File: src/rtl/rgb_chroma_pkg.sv
// Shared definitions for the RGB colour sequencer: palette, colour index type and FSM encoding.
// Palette entries are stored as abstract levels so any duty width scales cleanly.
package rgb_chroma_pkg;

  localparam int NUM_COLORS = 8;

  typedef logic [2:0] color_idx_t;

  typedef enum logic {
    HOLD = 1'b0,
    FADE = 1'b1
  } seq_state_e;

  typedef enum logic [1:0] {
    LVL_OFF  = 2'd0,
    LVL_HALF = 2'd1,
    LVL_FULL = 2'd2
  } level_e;

  typedef struct packed {
    level_e r;
    level_e g;
    level_e b;
  } color_t;

  function automatic color_t palette_color(color_idx_t idx);
    case (idx)
      3'd0:    return '{LVL_FULL, LVL_OFF,  LVL_OFF };  // red
      3'd1:    return '{LVL_FULL, LVL_FULL, LVL_OFF };  // yellow
      3'd2:    return '{LVL_OFF,  LVL_FULL, LVL_OFF };  // green
      3'd3:    return '{LVL_OFF,  LVL_FULL, LVL_FULL};  // cyan
      3'd4:    return '{LVL_OFF,  LVL_OFF,  LVL_FULL};  // blue
      3'd5:    return '{LVL_FULL, LVL_OFF,  LVL_FULL};  // magenta
      3'd6:    return '{LVL_FULL, LVL_FULL, LVL_FULL};  // white
      default: return '{LVL_FULL, LVL_HALF, LVL_OFF };  // orange
    endcase
  endfunction

  // Channel 0 = red, 1 = green, 2 = blue.
  function automatic level_e palette_level(color_idx_t idx, int ch);
    color_t c;
    c = palette_color(idx);
    case (ch)
      0:       return c.r;
      1:       return c.g;
      default: return c.b;
    endcase
  endfunction

  // Full scale is 2**w-1; half scale is the MSB alone (0x80 for w=8). Valid for 1 <= w <= 32.
  function automatic logic [31:0] level_value(level_e lvl, int w);
    case (lvl)
      LVL_FULL: return 32'hFFFF_FFFF >> (32 - w);
      LVL_HALF: return 32'd1 << (w - 1);
      default:  return 32'd0;
    endcase
  endfunction

endpackage

File: src/rtl/rgb_step_tick.sv
// Free-running prescaler: one-cycle tick every STEP_DIV cycles; clr restarts the period so
// the first tick after a clear lands STEP_DIV cycles later.
module rgb_step_tick #(
  parameter int STEP_DIV = 195_312
) (
  input  logic clk,
  input  logic reset,
  input  logic clr,
  output logic tick
);

  localparam int CNT_W = (STEP_DIV > 1) ? $clog2(STEP_DIV) : 1;
  localparam logic [CNT_W-1:0] CNT_LAST = CNT_W'(STEP_DIV - 1);

  logic [CNT_W-1:0] cnt_q;

  assign tick = (cnt_q == CNT_LAST);

  // NOTE: sequential state uses non-blocking assignments so every register samples pre-edge values.
  always_ff @(posedge clk) begin
    if (reset || clr || tick) cnt_q <= '0;
    else                      cnt_q <= cnt_q + 1'b1;
  end

endmodule

File: src/rtl/rgb_color_sequencer.sv
// Steps R/G/B duty words through the palette with 1-LSB-per-tick linear crossfades,
// advancing on btn_next or, in auto mode, after HOLD_CYCLES of settled colour.
module rgb_color_sequencer
  import rgb_chroma_pkg::*;
#(
  parameter int DUTY_W      = 8,
  parameter int STEP_DIV    = 195_312,
  parameter int HOLD_CYCLES = 50_000_000
) (
  input  logic              clk,
  input  logic              reset,
  input  logic              btn_next,
  input  logic              btn_mode,
  output logic [DUTY_W-1:0] R_duty,
  output logic [DUTY_W-1:0] G_duty,
  output logic [DUTY_W-1:0] B_duty,
  output logic [2:0]        color_idx,
  output logic              auto_mode,
  output logic              busy
);

  localparam int HOLD_W = (HOLD_CYCLES > 1) ? $clog2(HOLD_CYCLES) : 1;
  localparam logic [HOLD_W-1:0] HOLD_LAST = HOLD_W'(HOLD_CYCLES - 1);

  typedef logic [DUTY_W-1:0] duty_t;

  seq_state_e        state_q, state_d;
  color_idx_t        color_q, color_d;
  color_idx_t        target_q, target_d;
  logic              pending_q, pending_d;
  logic              auto_q, auto_d;
  logic [HOLD_W-1:0] hold_q, hold_d;
  duty_t             duty_q [3];
  duty_t             duty_d [3];
  duty_t             goal   [3];
  logic              step_tick, step_clr, advance, at_goal;

  function automatic duty_t chan_value(color_idx_t idx, int ch);
    return DUTY_W'(level_value(palette_level(idx, ch), DUTY_W));
  endfunction

  function automatic duty_t step_toward(duty_t cur, duty_t tgt);
    if (cur < tgt)      return cur + 1'b1;
    else if (cur > tgt) return cur - 1'b1;
    else                return cur;
  endfunction

  rgb_step_tick #(.STEP_DIV(STEP_DIV)) u_step_tick (
    .clk   (clk),
    .reset (reset),
    .clr   (step_clr),
    .tick  (step_tick)
  );

  always_comb begin
    for (int ch = 0; ch < 3; ch++) goal[ch] = chan_value(target_q, ch);
  end

  // NOTE: every signal driven here gets a default first, so no path can infer a latch.
  always_comb begin
    state_d   = state_q;
    color_d   = color_q;
    target_d  = target_q;
    pending_d = pending_q;
    auto_d    = auto_q;
    hold_d    = hold_q;
    for (int ch = 0; ch < 3; ch++) duty_d[ch] = duty_q[ch];
    step_clr  = 1'b0;
    advance   = 1'b0;
    at_goal   = 1'b1;

    case (state_q)
      HOLD: begin
        if (auto_q) begin
          if (hold_q == HOLD_LAST) begin
            advance = 1'b1;
            hold_d  = '0;
          end else begin
            hold_d = hold_q + 1'b1;
          end
        end else begin
          hold_d = '0;
        end
        if (btn_next) advance = 1'b1;
        if (advance) begin
          target_d = color_q + 3'd1;
          state_d  = FADE;
          step_clr = 1'b1;
          hold_d   = '0;
        end
      end
      FADE: begin
        hold_d = '0;
        if (btn_next) pending_d = 1'b1;
        if (step_tick) begin
          for (int ch = 0; ch < 3; ch++) begin
            duty_d[ch] = step_toward(duty_q[ch], goal[ch]);
            if (duty_d[ch] != goal[ch]) at_goal = 1'b0;
          end
          // A queued press chains straight into the next fade without a settled HOLD cycle.
          if (at_goal) begin
            color_d = target_q;
            if (pending_d) begin
              pending_d = 1'b0;
              target_d  = target_q + 3'd1;
            end else begin
              state_d = HOLD;
            end
          end
        end
      end
      default: state_d = HOLD;
    endcase

    if (btn_mode) begin
      auto_d = ~auto_q;
      hold_d = '0;
    end
  end

  // NOTE: the duty registers are only three words, so they are reset like any other state.
  always_ff @(posedge clk) begin
    if (reset) begin
      state_q   <= HOLD;
      color_q   <= '0;
      target_q  <= '0;
      pending_q <= 1'b0;
      auto_q    <= 1'b0;
      hold_q    <= '0;
      for (int ch = 0; ch < 3; ch++) duty_q[ch] <= chan_value(3'd0, ch);
    end else begin
      state_q   <= state_d;
      color_q   <= color_d;
      target_q  <= target_d;
      pending_q <= pending_d;
      auto_q    <= auto_d;
      hold_q    <= hold_d;
      for (int ch = 0; ch < 3; ch++) duty_q[ch] <= duty_d[ch];
    end
  end

  assign R_duty    = duty_q[0];
  assign G_duty    = duty_q[1];
  assign B_duty    = duty_q[2];
  assign color_idx = color_q;
  assign auto_mode = auto_q;
  assign busy      = (state_q == FADE);

endmodule

File: config.mk
export PLATFORM = sky130hd
export DESIGN_NAME = rgb_color_sequencer
export DESIGN_NICKNAME = d
export VERILOG_FILES = /design/src/rtl/rgb_chroma_pkg.sv /design/src/rtl/rgb_step_tick.sv /design/src/rtl/rgb_color_sequencer.sv
export SDC_FILE = /design/constraint.sdc
export NUM_CORES = 1
export LEC_CHECK = 0
export ABC_CLOCK_PERIOD_IN_PS = 5300
export BUFFER_PORTS_ARGS = -buffer_cell sky130_fd_sc_hd__buf_2
export CAP_MARGIN = 20
export CORE_ASPECT_RATIO = 1.1
export CORE_MARGIN = 2
export CORE_UTILIZATION = 60
export CTS_CLUSTER_DIAMETER = 30
export DETAILED_ROUTE_END_ITERATION = 6
export GPL_ROUTABILITY_DRIVEN = 0
export PLACE_DENSITY = 0.79
export SYNTH_ARGS = -nofsm -noshare
export SYNTH_HDL_FRONTEND = slang
export SYNTH_SLANG_ARGS = --single-unit
export TNS_END_PERCENT = 50
File: constraint.sdc
create_clock -name clk -period 5.3 [get_ports clk]
set_input_delay 0.265 -clock clk [delete_from_list [all_inputs] [get_ports clk]]
set_output_delay 0.265 -clock clk [all_outputs]
set_load 0.1 [all_outputs]
-- After elaboration in Yosys (flattened, before gate mapping)
Memories as Yosys holds them, arrays and structs flattened.
Index checks and enable logic that the tools add are counted.
- memories kept: 1
- input bits: 4
- register bits: 53
- bits in writable memories: 24
- logic and storage cells: 118
- magnitude comparators: 6
- bitwise logic cells: 5
- $add $sub $neg: 10
- reduce and logical (&&, ||, !) cells: 6
- equal/unequal tests: 25
- mux-type cells: 58
- memory list (memory ; words ; bits a word ; read ports ; clocked after memory_dff ; write ports ; RTL line ; RTL):
    duty_q ; 3 ; 8 ; 3 ; 0 ; 3 ; rgb_color_sequencer.sv:33 ; duty_t duty_q [3];
- operators with widths (kind ; number):
    2-to-1 mux 8 bit ; 17
    one-hot mux 8 bit (2 select lines) ; 5
    2-to-1 mux 26 bit ; 3
    one-hot mux 26 bit (2 select lines) ; 1
    2-to-1 mux 24 bit ; 2
    one-hot mux 6 bit (7 select lines) ; 1
    adder 26 x 1 -> 26 bit (second input constant) ; 1
    == test 26 bit (second input constant) ; 1
    adder 8 x 1 -> 8 bit (second input constant) ; 3
    greater-than comparator 8 bit ; 3
    less-than comparator 8 bit ; 3
    != test 8 bit ; 3
    subtractor 8 x 1 -> 8 bit (second input constant) ; 3
    2-to-1 mux 1 bit ; 21
    adder 18 x 1 -> 18 bit (second input constant) ; 1
    == test 18 bit (second input constant) ; 1
    2-to-1 mux 3 bit ; 4
    == test 2 x 1 -> 1 bit (second input constant) ; 5
    == test 2 bit (second input constant) ; 5
    == test 3 bit (second input constant) ; 3
    adder 3 x 1 -> 3 bit (second input constant) ; 2
    == test 3 x 2 -> 1 bit (second input constant) ; 2
    != test 2 x 1 -> 1 bit (second input constant) ; 3
    one-hot mux 3 bit (2 select lines) ; 1
    11 further kinds ; 16

-- Logic depth before layout (Yosys ltp)
Gate-level depths: netlist of run 1.
- word-level depth: 18
- mapped depth: 18
- mapped depth without buffers: 16

-- Modules after synthesis
Synthesis of run 1 repeated with hierarchy kept, for this count alone.
- cell total of the unflattened synthesis: 666
- area, all modules: 5208.7 um^2
- by module, submodules not included (module ; cells an instance ; area an instance (um^2) ; instances ; sequential area each (um^2)):
    rgb_color_sequencer ; 574 ; 4381.7 ; 1 ; 1181.1
    rgb_step_tick ; 92 ; 827.0 ; 1 ; 360.3

-- Least setup slack after synthesis of run 1
Ideal clock, no wire load.
- kind: register to register
- start point: memory duty_q[0][16] (netlist bit)
- end point: register target_q[0]
- path buffers: 1
- required time: 5238 ps
- data arrival time: 4286 ps
- period minus slack after synthesis: 4348 ps
- stages on the path, launching flop included: 14
- setup slack: 952 ps
- path through: dfxtp_1 > inv_1 > ha_1 > nand4_1 > nor2_2 > a211o_1 > or4_1 > o22ai_2 > xor2_1 > o41a_1 > a2111o_1 > buf_2 > or4_1 > nand3_1
- RTL lines (what ; RTL line ; RTL):
    from (decl) ; rgb_color_sequencer.sv:33 ;
    to (signal assigned) ; rgb_color_sequencer.sv:134 ; target_q <= target_d;
    to (decl) ; rgb_color_sequencer.sv:29 ; color_idx_t target_q, target_d;

-- Worst setup path after layout of run 1
- start point: register target_q[2]
- end point: register target_q[0]
- cells in the longest elaborated chain, start to end: 17
- elaborated cells on any way between the ends: 45
- those cells by class: 6 x order compare; 16 x eq/ne; 21 x mux; 2 x reduce/logical
- RTL lines (what ; RTL line ; RTL):
    == test 3 bit, or another cell as far along ; rgb_chroma_pkg.sv:27 ; case (idx)
    one-hot mux 6 bit (7 select lines) (*) ; rgb_chroma_pkg.sv:27 ;
    == test 2 x 1 -> 1 bit / == test 2 bit (equally long branches) ; rgb_chroma_pkg.sv:52 ; case (lvl)
    one-hot mux 8 bit (2 select lines) ; rgb_chroma_pkg.sv:52 ;
    greater-than comparator 8 bit ; rgb_color_sequencer.sv:44 ; else if (cur > tgt) return cur - 1'b1;
    2-to-1 mux 8 bit ; rgb_color_sequencer.sv:44 ;
    2-to-1 mux 8 bit ; rgb_color_sequencer.sv:43 ; if (cur < tgt) return cur + 1'b1;
    2-to-1 mux 8 bit ; rgb_color_sequencer.sv:95 ; if (step_tick) begin
    2-to-1 mux 8 bit ; rgb_color_sequencer.sv:72 ; case (state_q)
    != test 8 bit ; rgb_color_sequencer.sv:98 ; if (duty_d[ch] != goal[ch]) at_goal = 1'b0;
    2-to-1 mux 1 bit (2 in a row) ; rgb_color_sequencer.sv:98 ;
    2-to-1 mux 1 bit (*) ; rgb_color_sequencer.sv:98 ;
    2-to-1 mux 1 bit (*) ; rgb_color_sequencer.sv:95 ;
    2-to-1 mux 1 bit (*) ; rgb_color_sequencer.sv:72 ;
    != test 2 x 1 -> 1 bit (no line) (*) ; - ;
    AND reduction 4 bit (no line) (*) ; - ;
Every way passes the cells marked *; elsewhere a longest branch is shown, timed or not. The select of a mux whose other input is x is not followed.
A chain may end at the register's enable or synchronous reset.

==> results.toml, run 1 <==
[detailed_routing]
drc = 0
viasPerCell = 6.06
wl_per_cell_um = 14.6
wl_um = 11400
drtAntennaViolNets = 0
firstDrtPassIters = 5
vias = 4717
drt_iter0_markers = 291

[floorplanning]
io_pins = 33
core_um2 = 8280
die_y_um = 100
initial_core_util = 0.613
num_rows = 35
dieArea_um2 = 9210
die_x_um = 91.7

[synthesis]
syn_inst = 647
ys.flop_type = "dfxtp_1"
post_synth_instance_area_um2 = 5070
avgSynthCellArea_um2 = 7.84
yosys.cell_types.count = 71
synth-edff-count = 0
synth-seq-cells = 77
syn_nets = 684
ys.warnings.count = 0
ys_seq_area_frac = 0.304
async_flop_share = 0

[worst_setup_path]
startpoint = "target_q[2]"
cp_slowest_stage_delay_ns = 0.71
crit_type = "flop to flop"
arrival_ns = 5.16
worstPathMaxFanout = 13
r2r-start = "target_q[2]"
cp.required_ns = 5.58
critPathBufInv = 1
critPathSlowestCell = "xnor2_1"
path_depth = 13
end_kind = "flop"
reg2reg_depth = 13
cp_top_family = "compound AO/OA/AOI/OAI gates"
critPathLaunchType = "flop"
path_cells = "inv_1 -> xnor2_1 -> ha_1 -> a211o_1 -> a21oi_2 -> a21oi_1 -> a32oi_1 -> xor2_1 -> nand4_1 -> o41a_1 -> a2111o_1 -> or4_1 -> nand3_1"

[job]
maxCapViolations = 0

[timing]
rsz0062_at_grt = "no"
tns_ns = 0
drv_slew = 0
tightest_slew_ns = 0.953
hold_viol = 0
period_needed_ns = 4.88
period_share = 0.921
setup_viol = 0
holdWs_ns = 0.214
clock_skew_ns = 0.0175
clock.fmax_mhz = 205
relSlewSlack = 0.362

[min_path]
holdCritStartpoint = "btn_mode"
min_path_type = "input pin to flop"
hold_depth = 3

[pwr]
powerDensity_nw_per_um2 = 254
power.total_mw = 1.38
ir_drop_v = 0.000196
p_leak_nw = 2.01

[place]
hpwl_um = 8100
dpl-instance-area_um2 = 5260
placement.io_buffers = 32
dpl.cell_count = 763

[finish]
drive_gt1_frac = 0.0973
finish.instance_area_um2 = 5460
syn_to_final_growth_pct = 7.52
nNetsFinal = 700
finalNonFillerCells = 779
n_antenna_cell = 0

[clock_tree]
cts_inserted_buffers = 9
cts_sinks = 77
cts_tree = "done"
cts_max_path_buffers = 2
clk_root_buffer_cell = "clkbuf_8"
cts-htree-levels = 3
postCtsHoldBufs = 0
path_clk_slew_ns = 0.08
clk_latency_ns = 0.35
postCtsSetupBuffers = 0
cts.repair.resized = 0

[grt]
grt_max_degree = 31
antenna_found_initial = 0
grt_remaining_overflow = 0
grt_usage = 0.255
grt_pass1_vias = 4505
grt_pass1_wl_um = 19800

[run_status]
status = "finished clean"
[report_power, final]
part	total (mW)	switching (mW)	leakage [nW]	internal, mW
Sequential	0.592	0.00850	0.622	0.584
Clock	0.440	0.222	0.0879	0.218
Combinational	0.353	0.223	1.30	0.130
Total	1.38	0.454	2.01	0.931
[worst paths after layout]
path	slack, ns	to
hold / removal	0.21	auto_mode
setup / recovery	0.42	target_q[0]
setup reg to reg	0.42	target_q[0]
hold reg to reg	0.47	u_step_tick.cnt_q[0]
[layout by cell type, fill, tap and decap left out, types with 5 or more instances in the layout]
cell type   n
nor3_1      8
xnor2_1    27
a211oi_1    8
or4_1       5
and3_1     12
o211ai_1    5
dfxtp_1    77
nand2_1    62
or3_1      14
nor2_1     96
a21oi_1    38
nand3_1    25
o21ai_0    18
xor2_1     39
ha_1       33
inv_1      21
nor4_1     13
buf_2      32
nand4_1    27
clkbuf_8    9
[metrics by stage]
| step | setup slack [ns] | util |
|---|---|---|
| after global placement | 0.823 | 0.635 |
| after CTS | 0.552 | 0.659 |
| final | 0.421 | 0.659 |
| after floorplan | 0.952 | - |
| after global routing | 0.0918 | 0.659 |
| after detailed placement | 0.559 | 0.635 |
[state kept, by name (all words and copies together) (netlist names)]
register	flops
target_q	3
auto_mode	1
pending_q	1
u_step_tick.cnt_q	18
busy	1
duty_q	24
color_idx	3
hold_q	26
[final cells by class]
type / count / area [um2]
Clock buffer: 9 / 124
Clock inverter: 7 / 73.8
Fill cell: 711 / 2820
Inverter: 21 / 78.8
Multi-Input combinational cell: 522 / 3340
Sequential cell: 77 / 1540
Tap cell: 111 / 139
Timing Repair Buffer: 32 / 160
[metal layers]
layer	vias up	global-route usage	wire, um
li1	2347	-	-
met3	22	0.0420	483
met2	132	0.467	5740
met4	0	0.0723	198
met1	2216	0.309	4990
met5	-	0	0
[cells in the mapped netlist, types with 5 or more instances]
library cell	instances	area, um2
nor2_1	96	360
dfxtp_1	77	1540
nand2_1	62	233
xor2_1	39	342
a21oi_1	38	190
ha_1	33	413
nand4_1	27	169
xnor2_1	27	236
nand3_1	25	125
clkbuf_1	22	82.6
inv_1	21	78.8
o21ai_0	18	90.1
or3_1	14	87.6
nor4_1	13	81.3
and3_1	12	75.1
a211oi_1	8	60.1
nor3_1	8	40.0
o211ai_1	5	37.5
or4_1	5	37.5
[kinds of logic (layout without fill, tap and decap cells)]
family	after synthesis	in the layout	share of synthesized area
AO/OA/AOI/OAI	114	114	0.149
XOR/XNOR	66	66	0.114
adder cells (fa/ha/maj)	33	33	0.0814
buffers and inverters	48	69	0.0382
flip-flops	77	77	0.304
multiplexers	7	7	0.0168
AND/OR/NAND/NOR	302	302	0.297
[worst register-to-register path: cells and delay by family, from the launching register on]
| family | cells | cell delay [ns] |
|---|---|---|
| flops | 1 | 0.46 |
| compound gates | 6 | 2.14 |
| buf+inv | 1 | 0.14 |
| fa+ha+maj | 1 | 0.39 |
| simple gates | 3 | 0.67 |
| xor+xnor | 2 | 1.02 |
Power figures use the tool's default switching activity.
==> run 2: changes to the inputs <==
CORE_UTILIZATION = 62   (was 60)
PLACE_DENSITY = 0.81   (was 0.79)
SYNTH_HIERARCHICAL = 1   (was not set)
==> results.toml, run 2 <==
[run_status]
status = "finished clean"

[finish]
reg.largest.list = "hold_q (26), duty_q (24), u_step_tick/cnt_q (18)"
n_antenna_cell = 0
final_cell_mix = "nor2_1, dfxtp_1, a21oi_1"
nNetsFinal = 723
regMostFlops = "hold_q"
syn_to_final_growth_pct = 8.31
largest_register_ffs = 26
drive_gt1_frac = 0.109
layout_commonest_cell = "nor2_1"

[detailed_routing]
viasPerCell = 6.26
drtAntennaViolNets = 0
firstDrtPassIters = 6
wl_per_cell_um = 15.3
wl_um = 12300
drt_iter0_markers = 417
drc = 0
vias = 5023

[pwr]
p_switching_uw = 380
p_leak_nw = 2.03
pwr-share-clk = 0.395
swShare = 0.292
power.internal_uw = 923
powerDensity_nw_per_um2 = 231
seq_power_share = 0.452
power.total_mw = 1.30
combPwrFrac = 0.154
ir_drop_v = 0.000179

[timing]
hold_viol = 0
period_share = 0.910
worst_slack_ns = 0.479
clock.fmax_mhz = 207
rsz0062_at_grt = "no"
period_needed_ns = 4.82
drv_slew = 0
tns_ns = 0
clock_skew_ns = 0.0131
setup_viol = 0
tightest_slew_ns = 0.842
relSlewSlack = 0.434

[worst_setup_path]
r2r-start = "target_q[1]"
end_kind = "flop"
cp_top_family = "simple AND/OR/NAND/NOR gates"
critPathSlowestCell = "xnor2_1"
arrival_ns = 5.10
path_cells = "nand2_1 -> xnor2_1 -> ha_1 -> nand4_1 -> nor2_1 -> nor4_1 -> a31oi_1 -> xnor2_1 -> or4_1 -> a221o_1 -> or4_1 -> a31oi_1"
crit_type = "flop to flop"
reg2reg_depth = 12
critPathBufInv = 0
cp_slowest_stage_delay_ns = 0.68
critPathLaunchType = "flop"
path_depth = 12
worstPathMaxFanout = 11
startpoint = "target_q[1]"
cp.required_ns = 5.57

[synthesis]
ys.flop_type = "dfxtp_1"
synth_top_cell_by_area = "dfxtp_1"
synth.area.top_cells = "dfxtp_1, ha_1, nor2_1"
ys_seq_area_frac = 0.296
synth_common_cells = "nor2_1, dfxtp_1, a21oi_1"
synth-edff-count = 0
synth_top_area_frac = 0.296
yosys.cell_types.count = 74
ys.warnings.count = 6
syn_inst = 666
post_synth_instance_area_um2 = 5210
syn_nets = 703
synth-seq-cells = 77
yosysMostFrequentCell = "nor2_1"
avgSynthCellArea_um2 = 7.82
async_flop_share = 0

[floorplanning]
core_um2 = 8280
die_x_um = 91.4
die_y_um = 100
dieArea_um2 = 9150
initial_core_util = 0.629
num_rows = 35
io_pins = 33

[job]
maxCapViolations = 0

[place]
placement.io_buffers = 32
pre_cts_slack_ns = 0.380
hpwl_um = 8530

[grt]
grt_max_degree = 38
grt_usage = 0.270
grt_pass1_wl_um = 20800
grt_pass1_vias = 4607
grt_remaining_overflow = 0
antenna_found_initial = 0

[clock_tree]
postCtsHoldBufs = 0
cts_sinks = 77
postCtsSetupBuffers = 0
cts-htree-levels = 3
cts_max_path_buffers = 2
cts.repair.resized = 0
clk_root_buffer_cell = "clkbuf_8"
path_clk_slew_ns = 0.08
clk_latency_ns = 0.36
cts_inserted_buffers = 9
cts_tree = "done"

[min_path]
hold_depth = 3
holdCritStartpoint = "btn_mode"
min_path_type = "input pin to flop"
-- run 2: changes by cell type in the layout (fill, tap and decap cells not counted), sizes merged, moves of 4 or more --
cell,before,now
a31oi,4,8
a21oi,40,44
nor2,99,92
mux2i,5,1
nand4,27,23
a211oi,8,4
inv,22,31
nand4b,4,0
nand2,62,38
nor3,8,30
xnor2,27,36
o21ai,19,32
nand3,26,34
xor2,39,22
-- run 2: worst paths after layout --
path                 endpoint  slack [ns]
hold / removal      auto_mode        0.18
setup reg to reg  target_q[2]        0.48
hold reg to reg     hold_q[0]        0.47
setup / recovery  target_q[2]        0.48
-- run 2: stage by stage --
stage,instances,area [um2],util,hold WS [ns]
global route,802,5640,0.682,0.205
floorplan,666,5210,-,0.402
CTS,802,5640,0.681,0.168
global placement,786,5410,0.654,0.442
detailed placement,786,5410,0.654,0.460
finish,802,5640,0.682,0.184
-- run 2: cell type report --
cell class              count  area [um2]
inverters                  28         105
fillers                   709        2640
clock buffers               9         124
well taps                 111         139
clock inverters             7         105
repair buffers             33         168
flip-flops and latches     77        1540
multi-input cells         537        3460
-- run 2: power by group through the flow --
stage                     clock network [mW]  logic [mW]  registers, mW
after floorplan                            0       0.145          0.612
after global placement                     0       0.188          0.602
after detailed placement                   0       0.194          0.603
after CTS                              0.522       0.196          0.589
after global routing                   0.547       0.219          0.590
final                                  0.514       0.200          0.589
-- run 2: tightest hold or removal path, cell delays in order --
cell and delay [ns]:
buf_2 0.11, xnor2_1 0.06, nor2_1 0.07
-- run 2: logic make-up (layout without fill, tap and decap cells) --
logic type,after synthesis,in the layout,synth area share
buf+inv,52,77,0.0406
xor+xnor,58,58,0.0975
mux,4,4,0.00841
flops,77,77,0.296
fa+ha+maj,33,33,0.0793
simple gates,308,308,0.312
compound gates,134,134,0.166
-- run 2: metal layers --
layer / vias to the layer above / part of all wire / GRT usage / wire length, um
met2: 190 / 0.51 / 0.477 / 6240
met1: 2333 / 0.42 / 0.326 / 5210
li1: 2462 / - / - / -
met5: - / 0 / 0 / 0
met3: 38 / 0.046 / 0.0420 / 566
met4: 0 / 0.023 / 0.117 / 278
==> run 3: changes to the inputs <==
ABC_CLOCK_PERIOD_IN_PS = 5150   (was 5300)
clock period = 5.15 ns   (was 5.3 ns; I/O delays follow)
==> results.toml, run 3 (synthesized netlist as in run 2, its figures left out) <==
[run_status]
status = "finished clean"

[worst_setup_path]
worstPathMaxFanout = 11
arrival_ns = 4.92
cp.required_ns = 5.42
end_kind = "flop"
crit_type = "flop to flop"
critPathLaunchType = "flop"

[floorplanning]
die_y_um = 100
num_rows = 35
core_um2 = 8280
initial_core_util = 0.629
io_pins = 33
dieArea_um2 = 9150
die_x_um = 91.4

[min_path]
min_path_type = "input pin to flop"

[clock_tree]
cts_max_path_buffers = 2
clk_latency_ns = 0.35
postCtsSetupBuffers = 0
path_clk_slew_ns = 0.08
cts_sinks = 77
clk_root_buffer_cell = "clkbuf_8"
cts-htree-levels = 3
cts_inserted_buffers = 9
cts_tree = "done"

[timing]
clock_skew_ns = 0.0189
relSlewSlack = 0.454
clock.fmax_mhz = 215
period_needed_ns = 4.64
hold_viol = 0
tightest_slew_ns = 0.819
period_share = 0.902
setup_viol = 0
drv_slew = 0
rsz0062_at_grt = "no"
tns_ns = 0

[finish]
layout_commonest_cell = "nor2_1"
n_antenna_cell = 0
finalNonFillerCells = 802
reg.largest.list = "hold_q (26), duty_q (24), u_step_tick/cnt_q (18)"
drive_gt1_frac = 0.110
regMostFlops = "hold_q"
nNetsFinal = 724
finalCoreUtilization = 0.680
largest_register_ffs = 26
nFillCells = 697
final_cell_mix = "nor2_1, dfxtp_1, a21oi_1"
syn_to_final_growth_pct = 7.97

[detailed_routing]
wl_per_cell_um = 15.0
vias = 4997
wl_um = 12000
drtAntennaViolNets = 0
viasPerCell = 6.23
drt_iter0_markers = 363
drc = 0
firstDrtPassIters = 7

[pwr]
swShare = 0.288
p_switching_uw = 367
seq_power_share = 0.476
power.total_mw = 1.27
power.internal_uw = 907
combPwrFrac = 0.162
powerDensity_nw_per_um2 = 226
p_leak_nw = 2.02
ir_drop_v = 0.000161
pwr-share-clk = 0.362

[grt]
grt_pass1_wl_um = 20300
antenna_found_initial = 0
grt_usage = 0.262
grt_max_degree = 38
grt_remaining_overflow = 0
grt_pass1_vias = 4605

[place]
placement.io_buffers = 32
hpwl_um = 8620
dpl.cell_count = 787

[job]
maxCapViolations = 0
run 3: changes by cell type in the layout (fill, tap and decap cells not counted), sizes merged:
cell      previous run  this run
clkbuf               9        10
buf                 33        34
bufinv               2         1
inv                 31        29
clkinvlp             1         2
run 3: critical path, cell delays in order (launching register included):
cell	delay [ns]
dfxtp_1	0.45
nand2_1	0.13
xnor2_2	0.41
inv_1	0.10
ha_1	0.28
nand4_1	0.16
nor2_1	0.15
nor4_1	0.59
a31oi_1	0.30
xnor2_1	0.21
or4_1	0.58
a221o_1	0.48
or4_1	0.56
a31oi_1	0.17
run 3: layer usage:
metal  share of wire  wire, um  vias up  global-route usage
met5               0         0        -                   0
met4           0.018       211        0              0.0851
met2            0.51      6200      144               0.477
met1            0.42      5120     2366               0.316
li1                -         -     2459                   -
met3           0.043       522       28              0.0390
run 3: final cells by class:
class | instances | area (um2) | share of cell area
clock buffers | 10 | 138 | 0.0245
clock inverters | 5 | 58.8 | 0.0105
inverters | 28 | 105 | 0.0187
multi-input cells | 537 | 3470 | 0.616
flip-flops and latches | 77 | 1540 | 0.274
well taps | 111 | 139 | 0.0247
repair buffers | 34 | 175 | 0.0311
run 3: power by group through the flow:
stage | clock network (mW) | logic [mW] | registers [mW]
after detailed placement | 0 | 0.201 | 0.620
after global routing | 0.494 | 0.227 | 0.607
after floorplan | 0 | 0.149 | 0.630
after global placement | 0 | 0.195 | 0.620
after CTS | 0.471 | 0.203 | 0.606
final | 0.461 | 0.207 | 0.606
run 3: worst paths after layout:
path | start | endpoint | slack, ns | cells past startpoint
worst max-delay path | target_q[1] | target_q[2] | 0.51 | 13
worst min-delay path | btn_mode | auto_mode | 0.18 | 3
worst max register to register | target_q[1] | target_q[2] | 0.51 | 13
worst min register to register | u_step_tick/cnt_q[0] | u_step_tick/cnt_q[0] | 0.47 | 1
run 3: repair_timing:
item,in CTS,in global routing
gates resized for setup,0,2
endpoints found under the hold margin,0,0
setup endpoints to repair,0,6
hold buffers,0,0
run 3: metrics by stage:
step,hold WS [ns],area (um2),setup slack (ns)
floorplan,0.394,5210,0.616
global placement,0.442,5420,0.478
detailed placement,0.455,5420,0.285
finish,0.180,5620,0.505
global route,0.197,5620,0.204
CTS,0.166,5610,0.267
